<file path="src/rtl/vx_writeback_arbiter_if.sv">
// Commit-side and writeback-side signal bundle for vx_writeback_arbiter.
// The arbiter uses the slave modport; execute units and the issue stage use master.
interface vx_writeback_arbiter_if #(
  parameter int NUM_REQS    = 7,
  parameter int NUM_THREADS = 4,
  parameter int NW_BITS     = 2,
  parameter int NR_BITS     = 5,
  parameter int CNT_W       = $clog2(NUM_REQS * NUM_THREADS + 1)
);
  logic [NUM_REQS-1:0]                req_valid;
  logic [NUM_REQS-1:0]                req_wb;
  logic [NUM_REQS*NW_BITS-1:0]        req_wid;
  logic [NUM_REQS*NUM_THREADS-1:0]    req_tmask;
  logic [NUM_REQS*32-1:0]             req_pc;
  logic [NUM_REQS*NR_BITS-1:0]        req_rd;
  logic [NUM_REQS*NUM_THREADS*32-1:0] req_data;
  logic [NUM_REQS-1:0]                req_eop;
  logic [NUM_REQS-1:0]                req_ready;

  logic                               wb_valid;
  logic [NW_BITS-1:0]                 wb_wid;
  logic [NUM_THREADS-1:0]             wb_tmask;
  logic [31:0]                        wb_pc;
  logic [NR_BITS-1:0]                 wb_rd;
  logic [NUM_THREADS*32-1:0]          wb_data;
  logic                               wb_eop;
  logic                               wb_ready;

  logic                               cmt_valid;
  logic [CNT_W-1:0]                   cmt_count;

  modport master (
    output req_valid, req_wb, req_wid, req_tmask, req_pc, req_rd, req_data, req_eop,
    input  req_ready,
    input  wb_valid, wb_wid, wb_tmask, wb_pc, wb_rd, wb_data, wb_eop,
    output wb_ready,
    input  cmt_valid, cmt_count
  );

  modport slave (
    input  req_valid, req_wb, req_wid, req_tmask, req_pc, req_rd, req_data, req_eop,
    output req_ready,
    output wb_valid, wb_wid, wb_tmask, wb_pc, wb_rd, wb_data, wb_eop,
    input  wb_ready,
    output cmt_valid, cmt_count
  );
endinterface

</file>
<file path="src/rtl/vx_writeback_arbiter.sv">
// Round-robin arbiter of per-unit commit streams onto the single register-file
// writeback port, with packet locking and a registered committed-thread count.
module vx_writeback_arbiter #(
  parameter int NUM_REQS    = 7,
  parameter int NUM_THREADS = 4,
  parameter int NW_BITS     = 2,
  parameter int NR_BITS     = 5,
  parameter int CNT_W       = $clog2(NUM_REQS * NUM_THREADS + 1)
) (
  input  logic                   clk,
  input  logic                   reset,
  vx_writeback_arbiter_if.slave  bus
);
  localparam int PTR_W = (NUM_REQS > 1) ? $clog2(NUM_REQS) : 1;
  localparam int DW    = NUM_THREADS * 32;

  typedef enum logic {
    ST_OPEN,
    ST_LOCKED
  } lock_state_e;

  lock_state_e            state_q, state_d;
  logic [PTR_W-1:0]       rr_ptr_q, rr_ptr_d;
  logic [PTR_W-1:0]       lock_src_q, lock_src_d;

  logic                   wb_valid_q, wb_valid_d;
  logic [NW_BITS-1:0]     wb_wid_q, wb_wid_d;
  logic [NUM_THREADS-1:0] wb_tmask_q, wb_tmask_d;
  logic [31:0]            wb_pc_q, wb_pc_d;
  logic [NR_BITS-1:0]     wb_rd_q, wb_rd_d;
  logic [DW-1:0]          wb_data_q, wb_data_d;
  logic                   wb_eop_q, wb_eop_d;
  logic                   cmt_valid_q, cmt_valid_d;
  logic [CNT_W-1:0]       cmt_count_q, cmt_count_d;

  logic [NUM_REQS-1:0]    cand;
  logic [NUM_REQS-1:0]    grant;
  logic [NUM_REQS-1:0]    ready;
  logic [NUM_REQS-1:0]    fire;
  logic                   grant_found;
  logic [PTR_W-1:0]       grant_idx;
  logic                   can_load;
  logic                   wb_fire;

  assign cand     = bus.req_valid & bus.req_wb;
  assign can_load = !wb_valid_q || bus.wb_ready;

  // While locked the owner is the only eligible source, even when it idles.
  always_comb begin
    grant_found = 1'b0;
    grant_idx   = '0;
    if (state_q == ST_LOCKED) begin
      grant_found = cand[lock_src_q];
      grant_idx   = lock_src_q;
    end else begin
      for (int unsigned k = 0; k < NUM_REQS; k++) begin
        if (!grant_found && cand[(32'(rr_ptr_q) + k) % NUM_REQS]) begin
          grant_found = 1'b1;
          grant_idx   = PTR_W'((32'(rr_ptr_q) + k) % NUM_REQS);
        end
      end
    end
  end

  always_comb begin
    grant = '0;
    ready = '0;
    for (int unsigned i = 0; i < NUM_REQS; i++) begin
      grant[i] = grant_found && (32'(grant_idx) == i);
      ready[i] = !bus.req_wb[i] || (grant[i] && can_load);
    end
  end

  assign fire    = bus.req_valid & ready;
  assign wb_fire = grant_found && can_load;

  always_comb begin
    state_d     = state_q;
    rr_ptr_d    = rr_ptr_q;
    lock_src_d  = lock_src_q;
    wb_valid_d  = wb_valid_q;
    wb_wid_d    = wb_wid_q;
    wb_tmask_d  = wb_tmask_q;
    wb_pc_d     = wb_pc_q;
    wb_rd_d     = wb_rd_q;
    wb_data_d   = wb_data_q;
    wb_eop_d    = wb_eop_q;
    if (can_load) begin
      wb_valid_d = 1'b0;
    end
    if (wb_fire) begin
      wb_valid_d = 1'b1;
      wb_wid_d   = bus.req_wid[32'(grant_idx)*NW_BITS +: NW_BITS];
      wb_tmask_d = bus.req_tmask[32'(grant_idx)*NUM_THREADS +: NUM_THREADS];
      wb_pc_d    = bus.req_pc[32'(grant_idx)*32 +: 32];
      wb_rd_d    = bus.req_rd[32'(grant_idx)*NR_BITS +: NR_BITS];
      wb_data_d  = bus.req_data[32'(grant_idx)*DW +: DW];
      wb_eop_d   = bus.req_eop[grant_idx];
      if (bus.req_eop[grant_idx]) begin
        state_d  = ST_OPEN;
        rr_ptr_d = (grant_idx == PTR_W'(NUM_REQS - 1)) ? '0 : grant_idx + 1'b1;
      end else begin
        state_d    = ST_LOCKED;
        lock_src_d = grant_idx;
      end
    end
  end

  // Counts every fire, writing or not, so stores and fences are included.
  always_comb begin
    cmt_valid_d = |fire;
    cmt_count_d = '0;
    for (int unsigned i = 0; i < NUM_REQS; i++) begin
      if (fire[i]) begin
        cmt_count_d = cmt_count_d
                    + CNT_W'($countones(bus.req_tmask[i*NUM_THREADS +: NUM_THREADS]));
      end
    end
  end

  always_ff @(posedge clk or posedge reset) begin
    if (reset) begin
      state_q     <= ST_OPEN;
      rr_ptr_q    <= '0;
      lock_src_q  <= '0;
      wb_valid_q  <= 1'b0;
      wb_wid_q    <= '0;
      wb_tmask_q  <= '0;
      wb_pc_q     <= '0;
      wb_rd_q     <= '0;
      wb_data_q   <= '0;
      wb_eop_q    <= 1'b0;
      cmt_valid_q <= 1'b0;
      cmt_count_q <= '0;
    end else begin
      state_q     <= state_d;
      rr_ptr_q    <= rr_ptr_d;
      lock_src_q  <= lock_src_d;
      wb_valid_q  <= wb_valid_d;
      wb_wid_q    <= wb_wid_d;
      wb_tmask_q  <= wb_tmask_d;
      wb_pc_q     <= wb_pc_d;
      wb_rd_q     <= wb_rd_d;
      wb_data_q   <= wb_data_d;
      wb_eop_q    <= wb_eop_d;
      cmt_valid_q <= cmt_valid_d;
      cmt_count_q <= cmt_count_d;
    end
  end

  assign bus.req_ready = ready;
  assign bus.wb_valid  = wb_valid_q;
  assign bus.wb_wid    = wb_wid_q;
  assign bus.wb_tmask  = wb_tmask_q;
  assign bus.wb_pc     = wb_pc_q;
  assign bus.wb_rd     = wb_rd_q;
  assign bus.wb_data   = wb_data_q;
  assign bus.wb_eop    = wb_eop_q;
  assign bus.cmt_valid = cmt_valid_q;
  assign bus.cmt_count = cmt_count_q;
endmodule

</file>
<file path="src/flat_wrapper.sv">
// flat-port wrapper written by rule: the top's interface ports become plain ports
module vx_writeback_arbiter_flat 
#(
  parameter int NUM_REQS    = 7,
  parameter int NUM_THREADS = 4,
  parameter int NW_BITS     = 2,
  parameter int NR_BITS     = 5,
  parameter int CNT_W       = $clog2(NUM_REQS * NUM_THREADS + 1)
)
  (clk, reset, bus_req_valid, bus_req_wb, bus_req_wid, bus_req_tmask, bus_req_pc, bus_req_rd, bus_req_data, bus_req_eop, bus_req_ready, bus_wb_valid, bus_wb_wid, bus_wb_tmask, bus_wb_pc, bus_wb_rd, bus_wb_data, bus_wb_eop, bus_wb_ready, bus_cmt_valid, bus_cmt_count);
  vx_writeback_arbiter_if #(.NUM_REQS(NUM_REQS), .NUM_THREADS(NUM_THREADS), .NW_BITS(NW_BITS), .NR_BITS(NR_BITS), .CNT_W(CNT_W)) bus_i ();
  input  logic clk;
  input  logic reset;
  input wire logic [$bits(bus_i.req_valid)-1:0] bus_req_valid;
  input wire logic [$bits(bus_i.req_wb)-1:0] bus_req_wb;
  input wire logic [$bits(bus_i.req_wid)-1:0] bus_req_wid;
  input wire logic [$bits(bus_i.req_tmask)-1:0] bus_req_tmask;
  input wire logic [$bits(bus_i.req_pc)-1:0] bus_req_pc;
  input wire logic [$bits(bus_i.req_rd)-1:0] bus_req_rd;
  input wire logic [$bits(bus_i.req_data)-1:0] bus_req_data;
  input wire logic [$bits(bus_i.req_eop)-1:0] bus_req_eop;
  output wire logic [$bits(bus_i.req_ready)-1:0] bus_req_ready;
  output wire logic [$bits(bus_i.wb_valid)-1:0] bus_wb_valid;
  output wire logic [$bits(bus_i.wb_wid)-1:0] bus_wb_wid;
  output wire logic [$bits(bus_i.wb_tmask)-1:0] bus_wb_tmask;
  output wire logic [$bits(bus_i.wb_pc)-1:0] bus_wb_pc;
  output wire logic [$bits(bus_i.wb_rd)-1:0] bus_wb_rd;
  output wire logic [$bits(bus_i.wb_data)-1:0] bus_wb_data;
  output wire logic [$bits(bus_i.wb_eop)-1:0] bus_wb_eop;
  input wire logic [$bits(bus_i.wb_ready)-1:0] bus_wb_ready;
  output wire logic [$bits(bus_i.cmt_valid)-1:0] bus_cmt_valid;
  output wire logic [$bits(bus_i.cmt_count)-1:0] bus_cmt_count;
  assign bus_i.req_valid = bus_req_valid;
  assign bus_i.req_wb = bus_req_wb;
  assign bus_i.req_wid = bus_req_wid;
  assign bus_i.req_tmask = bus_req_tmask;
  assign bus_i.req_pc = bus_req_pc;
  assign bus_i.req_rd = bus_req_rd;
  assign bus_i.req_data = bus_req_data;
  assign bus_i.req_eop = bus_req_eop;
  assign bus_req_ready = bus_i.req_ready;
  assign bus_wb_valid = bus_i.wb_valid;
  assign bus_wb_wid = bus_i.wb_wid;
  assign bus_wb_tmask = bus_i.wb_tmask;
  assign bus_wb_pc = bus_i.wb_pc;
  assign bus_wb_rd = bus_i.wb_rd;
  assign bus_wb_data = bus_i.wb_data;
  assign bus_wb_eop = bus_i.wb_eop;
  assign bus_i.wb_ready = bus_wb_ready;
  assign bus_cmt_valid = bus_i.cmt_valid;
  assign bus_cmt_count = bus_i.cmt_count;
  vx_writeback_arbiter #(.NUM_REQS(NUM_REQS), .NUM_THREADS(NUM_THREADS), .NW_BITS(NW_BITS), .NR_BITS(NR_BITS), .CNT_W(CNT_W)) u_core (.clk(clk), .reset(reset), .bus(bus_i));
endmodule
</file>
<file path="config.mk">
export PLATFORM = sky130hd
export DESIGN_NAME = vx_writeback_arbiter_flat
export DESIGN_NICKNAME = d
export VERILOG_FILES = /design/src/rtl/vx_writeback_arbiter_if.sv /design/src/rtl/vx_writeback_arbiter.sv /design/src/flat_wrapper.sv
export SDC_FILE = /design/constraint.sdc
export NUM_CORES = 1
export LEC_CHECK = 0
export CAP_MARGIN = 20
export CORE_AREA = 10 10 543 545
export CTS_BUF_LIST = sky130_fd_sc_hd__clkbuf_8 sky130_fd_sc_hd__clkbuf_16
export CTS_CLUSTER_DIAMETER = 100
export CTS_CLUSTER_SIZE = 24
export DETAILED_ROUTE_END_ITERATION = 8
export DIE_AREA = 0 0 553 555
export PLACE_DENSITY = 0.36
export SETUP_SLACK_MARGIN = 0.2
export SLEW_MARGIN = 20
export SYNTH_ARGS = -nofsm -noshare
export SYNTH_HDL_FRONTEND = slang
export SYNTH_SLANG_ARGS = --single-unit
</file>
<file path="constraint.sdc">
create_clock -name clk -period 11.5 [get_ports clk]
set_input_delay 1.725 -clock clk [delete_from_list [all_inputs] [get_ports clk]]
set_output_delay 1.725 -clock clk [all_outputs]
set_load 0.02 [all_outputs]
</file>
Yosys cells after proc, flatten, opt, wreduce, memory -nomap -nowiden
Cells that the tools add are included.
Cells by class
  reduce and logical (&&, ||, !) cells: 48
  shift operators: 5
  bitwise gates (word level): 3
  divide/modulo/power cells: 7
  $add $sub $neg: 34
  eq/ne operators: 6
  multiply operators: 1
  muxes and demuxes: 51
  $lt $le $gt $ge: 9
Operator list (count)
  896-bit by 11-bit variable part select with 128-bit output: 1
  32-bit by 4-bit < comparator with 1-bit output (second input constant): 7
  224-bit by 9-bit variable part select with 32-bit output: 1
  32-bit by 3-bit remainder unit with 32-bit output (second input constant): 6
  5-bit adder: 13
  5-bit 2-to-1 mux: 7
  35-bit by 7-bit variable part select with 5-bit output: 1
  3-bit by 3-bit remainder unit with 32-bit output (second input constant): 1
  1-bit by 1-bit adder with 2-bit output: 14
  28-bit by 6-bit variable part select with 4-bit output: 1
  1-bit binary-select mux with 3-bit select: 9
  3-bit 2-to-1 mux: 9
  1-bit 2-to-1 mux: 26
  1-bit logical AND: 21
  7-bit bitwise AND: 2
  1-bit logical NOT: 14
  14-bit by 5-bit variable part select with 2-bit output: 1
  3-bit by 3-bit adder with 4-bit output (second input constant): 3
  3-bit == test (second input constant): 3
  3-bit by 2-bit adder with 4-bit output (second input constant): 2
  1-bit logical OR: 8
  3-bit by 4-bit < comparator with 1-bit output (second input constant): 2
  7-bit OR reduction: 1
  3-bit by 2-bit == test with 1-bit output (second input constant): 2
  other kinds (8): 9
Storage, ports and cells
  bits of input ports: 1221
  output and inout bits: 186
  register bits: 186

Depth between registers and ports, before layout
  depth after elaboration: 47
  mapped depth: 52
  depth with buffers taken out: 48

Worst setup path after synthesis
Ideal clock, no wire load.
  path kind: reg2reg
  start point: register u_core.rr_ptr_q[0]
  end point: register u_core.cmt_count_q[2] (netlist: u_core.bus.cmt_count[2])
  arrival: 11.790 ns
  setup slack: -0.415 ns
  data required time: 11.375 ns
  setup time: 0.125 ns
  stages on the path, launching flop included: 48
  path through: dfrtp_1 > buf_2 > buf_2 > inv_1 > clkbuf_1 > ha_1 > inv_1 > ha_1 > ha_1 > a31oi_1 > xnor2_1 > ha_1 > nand2_1 > o32ai_2 > mux2_2 > mux2_2 > or4_4 > o21ba_1 > [... 12 more ...] > nor2_1 > a31oi_1 > fa_1 > ha_1 > mux2_2 > fa_1 > ha_1 > nor2_1 > nor2_1 > fa_1 > ha_1 > nand2_1 > o31a_1 > fa_1 > inv_1 > ha_1 > fa_1 > mux2_2
Between the ends
  cells in the longest elaborated chain, start to end: 47
  elaborated cells on any way between the ends: 103
  those cells by class: add/sub: 12; div: 7; eq/ne: 6; mux: 43; bitwise: 1; reduce/logical: 34
RTL lines
  from (decl): line vx_writeback_arbiter.sv:23  | logic [PTR_W-1:0] rr_ptr_q, rr_ptr_d;
  from (signal assigned): line vx_writeback_arbiter.sv:137  | rr_ptr_q <= rr_ptr_d;
  branches (longest 30 deep; another with 32-bit by 3-bit remainder unit with 32-bit output)
  1-bit logical AND (*): line vx_writeback_arbiter.sv:69  | grant[i] = grant_found && (32'(grant_idx) == i);
  1-bit logical AND (*): line vx_writeback_arbiter.sv:70  | ready[i] = !bus.req_wb[i] || (grant[i] && can_load);
  1-bit logical OR (*): line vx_writeback_arbiter.sv:70
  named net bus_req_ready[0]: line flat_wrapper.sv:22  | output wire logic [$bits(bus_i.req_ready)-1:0] bus_req_ready;
  7-bit bitwise AND (*): line vx_writeback_arbiter.sv:74  | assign fire = bus.req_valid & ready;
  5-bit 2-to-1 mux (*): line vx_writeback_arbiter.sv:114  | if (fire[i]) begin
  5-bit adder: line vx_writeback_arbiter.sv:116  | + CNT_W'($countones(bus.req_tmask[i*NUM_THREADS +: NUM_THREADS]));
  [... 4 more ...]
  5-bit 2-to-1 mux (*): line vx_writeback_arbiter.sv:114
  5-bit adder: line vx_writeback_arbiter.sv:116
  5-bit 2-to-1 mux (*): line vx_writeback_arbiter.sv:114
  5-bit adder: line vx_writeback_arbiter.sv:116
  5-bit 2-to-1 mux (*): line vx_writeback_arbiter.sv:114
  5-bit adder: line vx_writeback_arbiter.sv:116
  5-bit 2-to-1 mux (*): line vx_writeback_arbiter.sv:114
  named net u_core.cmt_count_d[2]: line vx_writeback_arbiter.sv:34  | logic [CNT_W-1:0] cmt_count_q, cmt_count_d;
  to (signal assigned): line vx_writeback_arbiter.sv:147  | cmt_count_q <= cmt_count_d;
  to (decl): line vx_writeback_arbiter.sv:34
Mark *: on every way through the listed nets, which the timed path passes. The select of a mux whose other input is x is not followed.
A chain may end at the register's enable or synchronous reset.

Final worst setup path
  start point: input bus_req_valid[1]
  end point: register u_core.cmt_count_q[2] (netlist: u_core.bus.cmt_count[2])
Between the ends
  cells in the longest elaborated chain, start to end: 47
  elaborated cells on any way between the ends: 93
  those cells by class: add/sub: 6; eq/ne: 6; mux: 45; bitwise: 2; reduce/logical: 34
RTL lines
  from (decl): line flat_wrapper.sv:14  | input wire logic [$bits(bus_i.req_valid)-1:0] bus_req_valid;
  7-bit bitwise AND: line vx_writeback_arbiter.sv:45  | assign cand = bus.req_valid & bus.req_wb;
  1-bit binary-select mux with 3-bit select: line vx_writeback_arbiter.sv:57  | if (!grant_found && cand[(32'(rr_ptr_q) + k) % NUM_REQS]) begin
  1-bit 2-to-1 mux (implied by the code): line vx_writeback_arbiter.sv:57
  1-bit 2-to-1 mux: line vx_writeback_arbiter.sv:57
  1-bit 2-to-1 mux: line vx_writeback_arbiter.sv:52  | if (state_q == ST_LOCKED) begin
  1-bit logical NOT: line vx_writeback_arbiter.sv:57
  1-bit logical AND: line vx_writeback_arbiter.sv:57
  1-bit 2-to-1 mux: line vx_writeback_arbiter.sv:57
  [... 32 more ...]
  5-bit 2-to-1 mux: line vx_writeback_arbiter.sv:114
  5-bit adder: line vx_writeback_arbiter.sv:116
  5-bit 2-to-1 mux: line vx_writeback_arbiter.sv:114
  5-bit adder: line vx_writeback_arbiter.sv:116
  5-bit 2-to-1 mux: line vx_writeback_arbiter.sv:114
  5-bit adder: line vx_writeback_arbiter.sv:116
  5-bit 2-to-1 mux (*): line vx_writeback_arbiter.sv:114
  named net u_core.cmt_count_d[2]: line vx_writeback_arbiter.sv:34
The timed path passes the listed nets; every way through them passes the cells marked *. The select of a mux whose other input is x is not followed.

==> results by group <==
Die
  • Ports: around 1400
  • Initial Util: 0.06044
  • Die footprint: 0.3069 sq mm
  • Die Ht: between 500 and 600 microns
  • Core area: around 0.28 sq mm
  • Site Rows: roughly 200
  • Die width: between 500 and 600 microns

Yosys
  • Post-synth design cell area: 0.01716 sq mm
  • Syn Nets: 3353
  • Post-Synthesis Cells: about 2000
  • Post-Synth XOR/XNOR Area: 0.01152
  • Synth Area in Compound Gates: 0.4359
  • Dominant cells by area after synthesis: dfrtp_1 (27%), a22o_1 (16%), a222oi_1 (10%)
  • Yosys cell types: 83
  • Most common cell in the netlist: a22o_1
  • Seq/Total Area, Yosys: 0.2712
  • Area fraction of the dominant cell type after synthesis: 0.2712
  • Synth cell count leaders: a22o_1 (319), nand2_1 (215), o21ai_0 (194)
  • Async SR Flop Fraction: 1.000
  • Largest family of logic cells by synthesized area: compound AO/OA/AOI/OAI gates
  • Synth warn: 0
  • FF+latch count, synth: approximately 190
  • Post-Synth Simple-Gate Area: 0.1389
  • Mux cell area share after synthesis: 0.02697
  • Post-synth top flop: dfrtp_1
  • Post-synth EDFFs: 0
  • Adder-cell share of the synthesized area: 0.05963
  • Avg Inst Size Synth: between 8 and 9 sq um
  • Area leader, netlist: dfrtp_1

Run status
  • Violated checks: DRC
  • Run status: complete, but fails checks

Clocking
  • CTS Hold Bufs: 0
  • Clock Pin Slew Worst Setup and Hold Paths: ~0.080 ns
  • Clk_lat worst skew: roughly 0.57 ns
  • CTS Buf Count: 21
  • CTS tree: done
  • # clock sinks: between 150 and 200
  • Longest Clk Path Bufs: 3
  • # H-tree levels: 4
  • Root Driver: clkbuf_16

Finish
  • Fill cell count: 32570
  • Fin cells: approximately 7300
  • Post-layout instance area: 0.03760 sq mm
  • Layout cell share with drive strength beyond 1: 0.08796
  • Nets: between 4000 and 5000
  • Layout area overhead: 119.1%

Drt
  • Vias: 25270
  • Pre-antenna DRT Iters: 9
  • Antenna viol nets, final: 0
  • Drt drc: 3
  • Detailed Route WL: between 200000 and 250000 microns
  • WL per Instance: between 30 and 40 microns
  • Routed vias/inst: ~3.5
  • Detailed Route Iter0 Violations: between 2000 and 3000

Global route
  • Vias in the first global route: 26290
  • Largest net degree at the start of global routing: 89
  • Initial antenna violation count: ~110
  • Grt ovf: 0
  • Wire length of the first global-routing pass: around 280000 microns
  • Total Routing Usage GR: 0.1337

Place
  • Area post-placement: 0.03667 sq mm
  • Final estimated routing congestion in global placement: between 0.8 and 0.9
  • Final HPWL DP: ~190000 microns
  • DP Cell Count: around 7200
  • Port bufs: between 1000 and 1500

Power
  • Design Power: around 17 mW
  • PwrDens: approximately 440 mW/mm^2
  • Leakage: 13.55 nW
  • Max IR drop VDD: around 0.54 mV

Critical path
  • CP endpoint kind: register
  • Reg2reg setup slack: 0.64 ns
  • Crit-path slowest cell: clkdlybuf4s50_1
  • CP arrival: 11.40 ns
  • Slowest cell delay on critical path: roughly 0.51 ns
  • Critical R2R Capture: u_core.bus.cmt_count[2]$_DFF_PP0_
  • Crit-path leading delay family: adder cells
  • Worst reg2reg path depth: 43
  • WS Path Type: in -> reg
  • Worst-path maximum fanout: 3
  • R2r startpoint: u_core.rr_ptr_q[2]$_DFFE_PP0P_
  • Top cell by count, worst path: fa_1
  • WP data required: between 10 and 15 ns
  • Setup crit start kind: input port
  • WP buf/inv: 4

Timing
  • Min Clock Period, post-route: 10.96 ns
  • Worst slew pin tran: 1.238 ns
  • Setup_tns: 0 ns
  • Hold_ws: about 0.49 ns
  • Fin crit share: 0.9527
  • Fin. max-slew vios: 0
  • Rel. slew slack: 0.1689
  • Final Hold Viols: 0
  • Peak Freq: approximately 0.09 GHz
  • Final setup viols: 0
  • RSZ-0062 raised after global routing: no
  • Worst Skew: 0.02766 ns

Worst hold path
  • Worst hold stages: 2
  • Hold Crit Class: reg -> reg
  • Worst Min Path Start: u_core.bus.wb_pc[4]$_DFFE_PP0P_
  • Hold EP: u_core.bus.wb_pc[4]$_DFFE_PP0P_

Run
  • Max-cap violations: 0
==> cell usage in the layout, fill, tap and decap left out, types with 4 or more instances in the layout <==
| cell | instances |
|---|---|
| nand3b_1 | 6 |
| clkdlybuf4s50_1 | 1401 |
| ha_2 | 6 |
| a21oi_1 | 63 |
| ha_1 | 44 |
| o21ai_0 | 189 |
| a21o_1 | 8 |
| o31a_1 | 4 |
| o22ai_1 | 5 |
| xnor2_1 | 14 |
| a222oi_1 | 171 |
| a32oi_1 | 5 |
| a22o_1 | 319 |
| mux2_2 | 10 |
| and2_4 | 5 |
| nor3_1 | 8 |
| a21boi_0 | 5 |
| nand2_1 | 212 |
| nor2b_1 | 10 |
| a31oi_1 | 7 |
| clkbuf_16 | 21 |
| inv_1 | 50 |
| o221ai_1 | 4 |
| nor2_1 | 126 |
| nand3_1 | 107 |
| fa_1 | 18 |
| o21ai_1 | 6 |
| a22oi_1 | 78 |
| dfrtp_1 | 184 |
| o211ai_1 | 13 |
| buf_12 | 5 |
| diode_2 | 22 |
| a211oi_1 | 7 |
| nand2b_1 | 13 |
| o31ai_1 | 8 |
| and2_1 | 9 |
| buf_4 | 178 |
| mux2i_1 | 24 |
==> where the power goes <==
part,total (mW),internal [mW],switching (mW)
clock network,0.768,0.366,0.402
registers,1.31,1.04,0.270
logic,14.5,5.30,9.20
total,16.6,6.70,9.87
==> state kept, by name (all words and copies together), names as in the netlist, 2 cells and up <==
signal / count
u_core.bus.wb_rd: 5
u_core.bus.cmt_count: 5
u_core.bus.wb_wid: 2
u_core.bus.wb_pc: 32
u_core.rr_ptr_q: 3
u_core.lock_src_q: 3
u_core.bus.wb_tmask: 4
u_core.bus.wb_data: 128
==> logic make-up (layout without fill, tap and decap cells) <==
| family | after synthesis | after routing |
|---|---|---|
| compound gates | 956 | 956 |
| simple gates | 534 | 534 |
| buf+inv | 253 | 1671 |
| flops | 186 | 186 |
| fa+ha+maj | 71 | 71 |
| mux | 41 | 41 |
| xor+xnor | 20 | 20 |
| other cells | 0 | 22 |
==> metrics by stage <==
| step | util | setup WS, ns |
|---|---|---|
| floorplan | - | 0.2051 |
| global placement | 0.1291 | -0.3731 |
| detailed placement | 0.1291 | -0.2690 |
| CTS | 0.1314 | 0.2737 |
| global route | 0.1322 | 0.1750 |
| finish | 0.1324 | 0.5437 |
==> routing by layer <==
| layer | share of wire | global-route usage | up-vias |
|---|---|---|---|
| li1 | - | - | 11100 |
| met1 | 0.39 | 0.1524 | 12410 |
| met2 | 0.49 | 0.2351 | 1475 |
| met3 | 0.091 | 0.05246 | 233 |
| met4 | 0.025 | 0.02937 | 44 |
| met5 | 0.0013 | 0 | - |
==> how the worst max path moves through the flow <==
stage | slack (ns) | depth (start not counted) | start | to
6_report | 0.54 | 39 | bus_req_valid[1] | u_core.bus.cmt_count[2]$_DFF_PP0_
5_1_grt | 0.17 | 45 | u_core.rr_ptr_q[1]$_DFFE_PP0P_ | u_core.bus.cmt_count[2]$_DFF_PP0_
4_1_cts | 0.27 | 46 | u_core.rr_ptr_q[1]$_DFFE_PP0P_ | u_core.bus.cmt_count[2]$_DFF_PP0_
3_5_place_dp | -0.27 | 39 | bus_req_wb[0] | u_core.bus.cmt_count[2]$_DFF_PP0_
3_3_place_gp | -0.37 | 39 | bus_req_valid[0] | u_core.bus.cmt_count[2]$_DFF_PP0_
2_1_floorplan | 0.21 | 47 | u_core.rr_ptr_q[0]$_DFFE_PP0P_ | u_core.bus.cmt_count[2]$_DFF_PP0_
==> worst reg2reg max path, delay by kind of cell, from the launching register on <==
family | cells | cell delay, ns
fa+ha+maj | 16 | 5.46
buf+inv | 3 | 0.30
compound gates | 8 | 1.65
xor+xnor | 1 | 0.15
mux | 4 | 1.18
flops | 1 | 0.42
simple gates | 11 | 1.59
==> area by class of cell <==
cell class              instances  area, sq um  share of cell area
multi-input cells            1622        11850              0.3152
clock buffers                  21        525.5             0.01398
repair buffers               1587        15490              0.4120
clock inverters                12        113.9            0.003028
flip-flops and latches        186         4657              0.1239
diodes                         22        55.05            0.001464
inverters                      51        198.9            0.005291
well taps                    3762         4707              0.1252
==> what timing repair did <==
| item | CTS | global route |
|---|---|---|
| resized for setup | 0 | 49 |
| setup buffers | 0 | 4 |
| endpoints found under the setup margin | 0 | 4 |
Note: power is estimated with default switching activity, not from simulation.
